$ cat config.mk
export PLATFORM = sky130hd
export DESIGN_NAME = h2bp_decode_stage_flat
export DESIGN_NICKNAME = d
export VERILOG_FILES = /design/src/rtl/h2bp_decode_stage_pkg.sv /design/src/rtl/h2bp_decode_stage_if.sv /design/src/rtl/h2bp_decode_stage_fifo.sv /design/src/rtl/h2bp_decode_stage.sv /design/src/flat_wrapper.sv
export SDC_FILE = /design/constraint.sdc
export NUM_CORES = 1
export LEC_CHECK = 0
export CAP_MARGIN = 0
export CORE_ASPECT_RATIO = 1.5
export CORE_UTILIZATION = 59
export DETAILED_ROUTE_END_ITERATION = 10
export HOLD_SLACK_MARGIN = 0.15
export PLACE_DENSITY = 0.82
export SYNTH_ARGS = -nofsm -noshare
export SYNTH_HDL_FRONTEND = slang
export SYNTH_SLANG_ARGS = --single-unit
$ cat constraint.sdc
create_clock -name clk -period 6 [get_ports clk]
set_input_delay 1.2 -clock clk [delete_from_list [all_inputs] [get_ports clk]]
set_output_delay 1.2 -clock clk [all_outputs]
set_load 0.05 [all_outputs]
$ cat src/rtl/h2bp_decode_stage_pkg.sv
// Shared types, constants and decode functions for the H2BP decode stage.
// The optional illegal-instruction trap (macro H2BP_DECODE_ILLEGAL_EN) uses is_illegal().
package h2bp;

  localparam int INSTR_W = 32;
  localparam int RD_LSB  = 22;
  localparam int RS1_LSB = 17;
  localparam int RS2_LSB = 12;
  localparam int REG_W   = 5;

  // Major opcodes i[31:27] of the memory instructions; they form one contiguous range.
  typedef enum logic [4:0] {
    LW = 5'b11000,
    LH = 5'b11001,
    LB = 5'b11010,
    SW = 5'b11011,
    SH = 5'b11100,
    SB = 5'b11101
  } opcode_e;

  localparam logic [2:0] opSUB     = 3'b001;
  localparam logic [2:0] COND_NONE = 3'b111;

  typedef struct packed {
    logic [REG_W-1:0] rd;
    logic [REG_W-1:0] rs1;
    logic [REG_W-1:0] rs2;
    logic [2:0]       operation;
    logic [31:0]      imm;
    logic             use_alu;
    logic             use_fpu;
    logic             use_imm;
    logic             operand_a_enable;
    logic             operand_b_enable;
    logic             result_enable;
    logic             rd_is_operand_a;
    logic             is_load;
    logic             is_store;
    logic [2:0]       condition;
  } decoded_t;

  localparam decoded_t DEC_NOP = '{
    rd: 5'd0, rs1: 5'd0, rs2: 5'd0, operation: 3'd0, imm: 32'd0,
    use_alu: 1'b0, use_fpu: 1'b0, use_imm: 1'b0,
    operand_a_enable: 1'b1, operand_b_enable: 1'b1,
    result_enable: 1'b0, rd_is_operand_a: 1'b0,
    is_load: 1'b0, is_store: 1'b0, condition: COND_NONE
  };

  function automatic logic is_mem_op(logic [INSTR_W-1:0] i);
    return i[31] && (i[31:27] >= LW) && (i[31:27] <= SB);
  endfunction

  // A branch-class word whose condition field says "never a branch".
  function automatic logic is_illegal(logic [INSTR_W-1:0] i);
    return i[31] && !is_mem_op(i) && (i[29:27] == COND_NONE);
  endfunction

  function automatic decoded_t decode(logic [INSTR_W-1:0] i);
    decoded_t d;
    d     = DEC_NOP;
    d.rd  = i[RD_LSB  +: REG_W];
    d.rs1 = i[RS1_LSB +: REG_W];
    d.rs2 = i[RS2_LSB +: REG_W];
    if (!i[31]) begin
      // Arithmetic: i[26] picks FPU over ALU, i[27] selects the wide immediate form.
      d.operation     = i[30:28];
      d.result_enable = 1'b1;
      d.use_fpu       = i[26];
      d.use_alu       = ~i[26];
      if (!i[27]) begin
        d.imm = {{20{i[11]}}, i[11:0]};
      end else begin
        d.imm = {{16{i[16]}}, i[16:1]};
        if (i[0]) begin
          d.use_imm          = 1'b1;
          d.operand_b_enable = 1'b0;
        end else begin
          d.rd_is_operand_a = 1'b1;
        end
      end
    end else if (is_mem_op(i)) begin
      d.rd_is_operand_a = 1'b1;
      d.result_enable   = 1'b1;
      d.is_load         = (i[31:27] == LW);
      d.is_store        = (i[31:27] == SW);
    end else begin
      // Branch: compare via subtraction, target offset from the wide immediate.
      d.condition       = i[29:27];
      d.use_alu         = 1'b1;
      d.operation       = opSUB;
      d.rd_is_operand_a = 1'b1;
      d.imm             = {{16{i[16]}}, i[16:1]};
    end
    return d;
  endfunction

endpackage

$ cat src/rtl/h2bp_decode_stage_if.sv
// Fetch-side and execute-side handshake bundle of the decode stage.
interface h2bp_decode_stage_if #(
  parameter int DEPTH = 4,
  parameter int PC_W  = 32
);
  import h2bp::*;

  logic                       flush;
  logic                       in_valid;
  logic                       in_ready;
  logic [31:0]                in_instr;
  logic [PC_W-1:0]            in_pc;
  logic                       out_valid;
  logic                       out_ready;
  decoded_t                   out_dec;
  logic [PC_W-1:0]            out_pc;
  logic                       out_illegal;
  logic [$clog2(DEPTH+1)-1:0] count;

  // Surrounding pipeline: drives fetch data, flush and execute ready.
  modport master (
    output flush, in_valid, in_instr, in_pc, out_ready,
    input  in_ready, out_valid, out_dec, out_pc, out_illegal, count
  );

  // Decode stage view.
  modport slave (
    input  flush, in_valid, in_instr, in_pc, out_ready,
    output in_ready, out_valid, out_dec, out_pc, out_illegal, count
  );
endinterface

$ cat src/rtl/h2bp_decode_stage_fifo.sv
// h2bp_instr_fifo: DEPTH-entry circular buffer with combinational head read.
// Caller guarantees no push when full and no pop when empty.
module h2bp_instr_fifo #(
  parameter int DEPTH = 4,
  parameter int W     = 64
) (
  input  logic                       clk,
  input  logic                       rst_n,
  input  logic                       flush_i,
  input  logic                       push_i,
  input  logic                       pop_i,
  input  logic [W-1:0]               wdata_i,
  output logic [W-1:0]               rdata_o,
  output logic [$clog2(DEPTH+1)-1:0] count_o
);
  localparam int PTR_W = $clog2(DEPTH);
  localparam int CNT_W = $clog2(DEPTH+1);

  logic [W-1:0]     mem_q [DEPTH];
  logic [PTR_W-1:0] wr_ptr_q, wr_ptr_d;
  logic [PTR_W-1:0] rd_ptr_q, rd_ptr_d;
  logic [CNT_W-1:0] count_q, count_d;

  // Storage write; contents need no reset since count gates visibility.
  always_ff @(posedge clk) begin
    if (push_i) mem_q[wr_ptr_q] <= wdata_i;
  end

  // Next pointers/occupancy; power-of-two depth makes pointers wrap naturally.
  always_comb begin
    wr_ptr_d = wr_ptr_q;
    rd_ptr_d = rd_ptr_q;
    count_d  = count_q;
    if (flush_i) begin
      wr_ptr_d = '0;
      rd_ptr_d = '0;
      count_d  = '0;
    end else begin
      if (push_i) wr_ptr_d = wr_ptr_q + 1'b1;
      if (pop_i)  rd_ptr_d = rd_ptr_q + 1'b1;
      if (push_i && !pop_i)      count_d = count_q + 1'b1;
      else if (!push_i && pop_i) count_d = count_q - 1'b1;
    end
  end

  // Pointer and occupancy registers.
  always_ff @(posedge clk or negedge rst_n) begin
    if (!rst_n) begin
      wr_ptr_q <= '0;
      rd_ptr_q <= '0;
      count_q  <= '0;
    end else begin
      wr_ptr_q <= wr_ptr_d;
      rd_ptr_q <= rd_ptr_d;
      count_q  <= count_d;
    end
  end

  assign rdata_o = mem_q[rd_ptr_q];
  assign count_o = count_q;
endmodule

$ cat src/rtl/h2bp_decode_stage.sv
// H2BP decode stage: instruction buffer feeding a registered decoded_t output.
// Optional: H2BP_DECODE_ILLEGAL_EN flags illegal words and replaces them with DEC_NOP.
module h2bp_decode_stage
  import h2bp::*;
#(
  parameter int DEPTH = 4,
  parameter int PC_W  = 32
) (
  input logic               clk,
  input logic               rst_n,
  h2bp_decode_stage_if.slave bus
);
  localparam int CNT_W = $clog2(DEPTH+1);

  logic [CNT_W-1:0]     count_w;
  logic [PC_W+31:0]     head_w;
  logic                 push_w, pop_w;
  decoded_t             head_dec_w;
  logic                 head_ill_w;

  logic                 out_valid_q;
  decoded_t             out_dec_q;
  logic [PC_W-1:0]      out_pc_q;
  logic                 out_ill_q;

  // Flush wins over both handshakes; a same-cycle pop does not make room for a push.
  assign bus.in_ready = (count_w < CNT_W'(DEPTH));
  assign push_w = bus.in_valid && bus.in_ready && !bus.flush;
  assign pop_w  = (count_w != '0) && (!out_valid_q || bus.out_ready) && !bus.flush;

  h2bp_instr_fifo #(.DEPTH(DEPTH), .W(PC_W + 32)) u_fifo (
    .clk     (clk),
    .rst_n   (rst_n),
    .flush_i (bus.flush),
    .push_i  (push_w),
    .pop_i   (pop_w),
    .wdata_i ({bus.in_pc, bus.in_instr}),
    .rdata_o (head_w),
    .count_o (count_w)
  );

  // Decode the buffer head so it is ready to be captured on a pop.
  always_comb begin
    head_dec_w = decode(head_w[31:0]);
    head_ill_w = 1'b0;
`ifdef H2BP_DECODE_ILLEGAL_EN
    if (is_illegal(head_w[31:0])) begin
      head_ill_w = 1'b1;
      head_dec_w = DEC_NOP;
    end
`endif
  end

  // Output register: load on pop, drop valid once consumed, hold while stalled.
  always_ff @(posedge clk or negedge rst_n) begin
    if (!rst_n) begin
      out_valid_q <= 1'b0;
      out_dec_q   <= DEC_NOP;
      out_pc_q    <= '0;
      out_ill_q   <= 1'b0;
    end else if (bus.flush) begin
      out_valid_q <= 1'b0;
      out_ill_q   <= 1'b0;
    end else if (pop_w) begin
      out_valid_q <= 1'b1;
      out_dec_q   <= head_dec_w;
      out_pc_q    <= head_w[PC_W+31:32];
      out_ill_q   <= head_ill_w;
    end else if (out_valid_q && bus.out_ready) begin
      out_valid_q <= 1'b0;
      out_ill_q   <= 1'b0;
    end
  end

  assign bus.out_valid   = out_valid_q;
  assign bus.out_dec     = out_dec_q;
  assign bus.out_pc      = out_pc_q;
  assign bus.out_illegal = out_ill_q;
  assign bus.count       = count_w;
endmodule

$ cat src/flat_wrapper.sv
// flat-port wrapper written by rule: the top's interface ports become plain ports
module h2bp_decode_stage_flat import h2bp::*;
#(
  parameter int DEPTH = 4,
  parameter int PC_W  = 32
)
  (clk, rst_n, bus_flush, bus_in_valid, bus_in_instr, bus_in_pc, bus_out_ready, bus_in_ready, bus_out_valid, bus_out_dec, bus_out_pc, bus_out_illegal, bus_count);
  h2bp_decode_stage_if #(.DEPTH(DEPTH), .PC_W(PC_W)) bus_i ();
  input logic clk;
  input logic rst_n;
  input wire logic [$bits(bus_i.flush)-1:0] bus_flush;
  input wire logic [$bits(bus_i.in_valid)-1:0] bus_in_valid;
  input wire logic [$bits(bus_i.in_instr)-1:0] bus_in_instr;
  input wire logic [$bits(bus_i.in_pc)-1:0] bus_in_pc;
  input wire logic [$bits(bus_i.out_ready)-1:0] bus_out_ready;
  output wire logic [$bits(bus_i.in_ready)-1:0] bus_in_ready;
  output wire logic [$bits(bus_i.out_valid)-1:0] bus_out_valid;
  output wire logic [$bits(bus_i.out_dec)-1:0] bus_out_dec;
  output wire logic [$bits(bus_i.out_pc)-1:0] bus_out_pc;
  output wire logic [$bits(bus_i.out_illegal)-1:0] bus_out_illegal;
  output wire logic [$bits(bus_i.count)-1:0] bus_count;
  assign bus_i.flush = bus_flush;
  assign bus_i.in_valid = bus_in_valid;
  assign bus_i.in_instr = bus_in_instr;
  assign bus_i.in_pc = bus_in_pc;
  assign bus_i.out_ready = bus_out_ready;
  assign bus_in_ready = bus_i.in_ready;
  assign bus_out_valid = bus_i.out_valid;
  assign bus_out_dec = bus_i.out_dec;
  assign bus_out_pc = bus_i.out_pc;
  assign bus_out_illegal = bus_i.out_illegal;
  assign bus_count = bus_i.count;
  h2bp_decode_stage #(.DEPTH(DEPTH), .PC_W(PC_W)) u_core (.clk(clk), .rst_n(rst_n), .bus(bus_i));
endmodule
==> results.yml <==
clock_tree:
  hold_buffers_post_cts: 0
  cts_htree_levels: 1
  ctsResizeCount: 0
  tritoncts_num_sinks: 341
  clk-insertion-delay-late_ps: 540
  cts-buffers-inserted: 28
  tritoncts_clock_tree: "built"
  clock-root-buffer: "clkbuf_16"
  cts_buffer_depth: 3
  clk_pin_slew_worst_paths_ps: 70
  cts.repair_timing.setup_buffer_count: 0
setup_path:
  worstSetupPathType: "in -> reg"
  worst-endpoint-required_ps: 6400
  rr_startpoint: "u_core.u_fifo.rd_ptr_q[0]"
  ff2ff_setup_slack_ps: 2810
  timing.critical_path.arrival_ps: 3670
  worst_setup_path_end_kind: "flip-flop"
  cp_slowest_stage_delay_ps: 920
  setup.worst_path.start_class: "primary input"
  rr_endpoint: "u_core.bus.out_dec[42]"
  reg2reg_depth: 4
  worst-path-max-fanout: 46
  crit_slowest_cell: "or3_2"
  critical_path.cell_chain: "clkdlybuf4s50_1, or3_2, buf_4, a221o_1"
global_routing:
  overflow: 0
  antenna_found_initial: 2
  grt_usage_pct: 23.62
  grt_first_pass_wirelength_um: 39740
  grt_pass1_vias: 7311
  grt_max_degree: 65
yosys:
  avgSynthCellArea_um2: 17.79
  synth_warnings: 0
  yosys-top-cells-area: "edfxtp_1, dfrtp_1, mux4_2, nand2_1, buf_4"
  ys_seq_area_share_pct: 75.51
  netlist-cell-type-count: 43
  ys_ff_latch: 341
  asyncSetResetFlopFracSynth_pct: 24.93
  netlist.top_cell.by_area: "edfxtp_1"
  synth_fp_nets: 805
  number_of_enable_type_register_cells_in_the_synthesized_netlist: 256
  mapped_area_um2: 13000
  dominantRegCellSynth: "edfxtp_1"
  synthDominantCellAreaShare_pct: 59.11
  syn-instance-count: 731
drt:
  drt_first_iter_violations: 500
  via_per_inst: 5.930
  drt-wirelength-per-cell_um: 21.90
  vias: 6985
  drc: 0
  drt_pre_antenna_iters: 5
  routed_wirelength_um: 25800
  ant_nets: 0
finish:
  most-common-layout-cells: "edfxtp_1, clkdlybuf4s50_1, nand2_1, dfrtp_1, mux4_2"
  num-nets-final: 956
  area.growth.synth_to_final_pct: 20.83
  final-instance-count-excl-fill: 1178
  commonest_non_fill_non_tap_cell_in_the_layout: "edfxtp_1"
  fillCellCount: 1284
  fin_area_um2: 15710
  drive_gt1_share_pct: 14.16
  final_core_utilization_pct: 72.63
min_path:
  worstHoldStart: "u_core.bus.out_pc[17]"
  worst_hold_path.num_cells: 2
  whs_endpoint: "u_core.bus.out_pc[17]"
  holdCritPathClass: "reg -> reg"
placed_design:
  numPortBuffers: 166
  dpl.cell_count: 1124
  dp_slack_ps: 2250
  dp_hpwl_um: 15370
  gp_congestion: 0.8062
  postPlaceCellArea_um2: 14780
sta:
  unrepaired_setup_endpoints_after_global_routing: "no"
  max_clock_freq_mhz: 306.3
  skew_ps: 16.58
  whs_ps: 487.7
  timing_max_transition_violations_final: 0
  fin_tns_setup_ps: 0
  setup_slack_ps: 2735
  period_share_pct: 54.42
  final_hold_viol_count: 0
  maxSlewHeadroom_pct: 33.14
  worst-slew-pin-transition_ps: 1003
  setup_viol: 0
  final.min_clock_period_ps: 3265
die:
  dieWidth_um: 123.2
  design.portCount: 169
  die_area_um2: 22650
  die_height_um: 183.8
  fp-row-count: 66
  core_area_um2: 21640
  floorplan.initialDensity_pct: 60.11
pwr:
  p_switching_mw: 2.984
  switching_share_pct: 37.18
  vdd.ir_drop.worst_mv: 0.4032
  pwr-share-comb_pct: 37.1
  clock_power_share_pct: 22.7
  pwr_per_cell_area_nw_per_um2: 510.7
  int_power_mw: 5.041
  pwr-share-seq_pct: 40.2
  report.power.total_mw: 8.025
  leakage_nw: 5.629
status:
  run_status: "finished, final reports clean"
flow_run:
  cap_viol_max_count: 0
logic make-up after synthesis:
family,share of synthesized area (%)
DFF,75.51
and+or+nand+nor,6.456
muxes,12.02
buffers and inverters,2.578
AOI/OAI and AO/OA,2.646
adders and majority gates,0.5388
xor gates and xnor gates,0.2021
other,0.05775
cells in the mapped netlist, types with 3 or more instances:
cell,number
nor2_1,24
nand2_1,141
edfxtp_1,256
o21ai_0,7
a22o_1,5
buf_2,13
inv_1,11
nor2b_1,9
mux2i_1,11
a221o_1,11
nor3_1,6
clkbuf_1,17
mux4_1,3
dfstp_2,4
ha_1,4
and2_1,4
buf_4,18
dfrtp_1,81
a21oi_1,4
mux4_2,61
o221ai_1,5
nand2b_1,3
o22a_1,3
state kept, by name, indices dropped and copies added (netlist names):
register and flops:
u_core.bus.out_dec 45, u_core.bus.out_pc 32, u_core.bus.out_valid 1, u_core.u_fifo.count_o 3
u_core.u_fifo.mem_q 256, u_core.u_fifo.rd_ptr_q 2, u_core.u_fifo.wr_ptr_q 2
area by class of cell:
type / count / area, µm² / area share (%)
multi-input combinational: 327 / 2867 / 18.24
tap: 272 / 340.3 / 2.166
sequential: 341 / 9824 / 62.52
timing repair buffer: 173 / 1712 / 10.89
inverter: 11 / 41.29 / 0.2628
clock inverter: 13 / 120.1 / 0.7644
antenna: 2 / 5.005 / 0.03185
clock buffer: 39 / 804.5 / 5.120
worst max-delay path: cells and delay by family:
| kind | cells | cell delay, ps |
|---|---|---|
| AOI/OAI and AO/OA | 1 | 420 |
| buffers and inverters | 2 | 1100 |
| and+or+nand+nor | 1 | 920 |
how the worst max path moves through the flow:
| stage | to | from | slack (ps) |
|---|---|---|---|
| final | u_core.bus.out_dec[13] | bus_flush | 2730 |
| after detailed placement | u_core.bus.out_dec[13] | bus_flush | 2250 |
| after floorplan | u_core.u_fifo.mem_q[0][0] | bus_flush | 2480 |
| after global routing | u_core.bus.out_dec[42] | u_core.u_fifo.rd_ptr_q[0] | 2480 |
| after CTS | bus_out_dec[41] | u_core.bus.out_dec[42] | 2700 |
| after global placement | u_core.bus.out_dec[20] | bus_flush | 2330 |
per-layer routing:
metal  share of wire [%]  track usage, %  vias to the layer above
li1                    -               -                     3051
met1                  38           30.00                     3566
met2                  54           40.76                      304
met3                 5.7           3.102                       64
met4                 3.2           10.02                        0
met5                   0               0                        -
power groups by stage:
stage / combinational, mW / sequential (mW) / clock (mW)
4_1_cts: 2.99 / 3.23 / 1.84
3_3_place_gp: 2.89 / 3.25 / 0
5_1_grt: 3.14 / 3.27 / 1.92
6_report: 2.98 / 3.22 / 1.82
2_1_floorplan: 1.34 / 3.98 / 0
3_5_place_dp: 2.97 / 3.27 / 0
No activity file was read; power rests on OpenSTA's default activity.
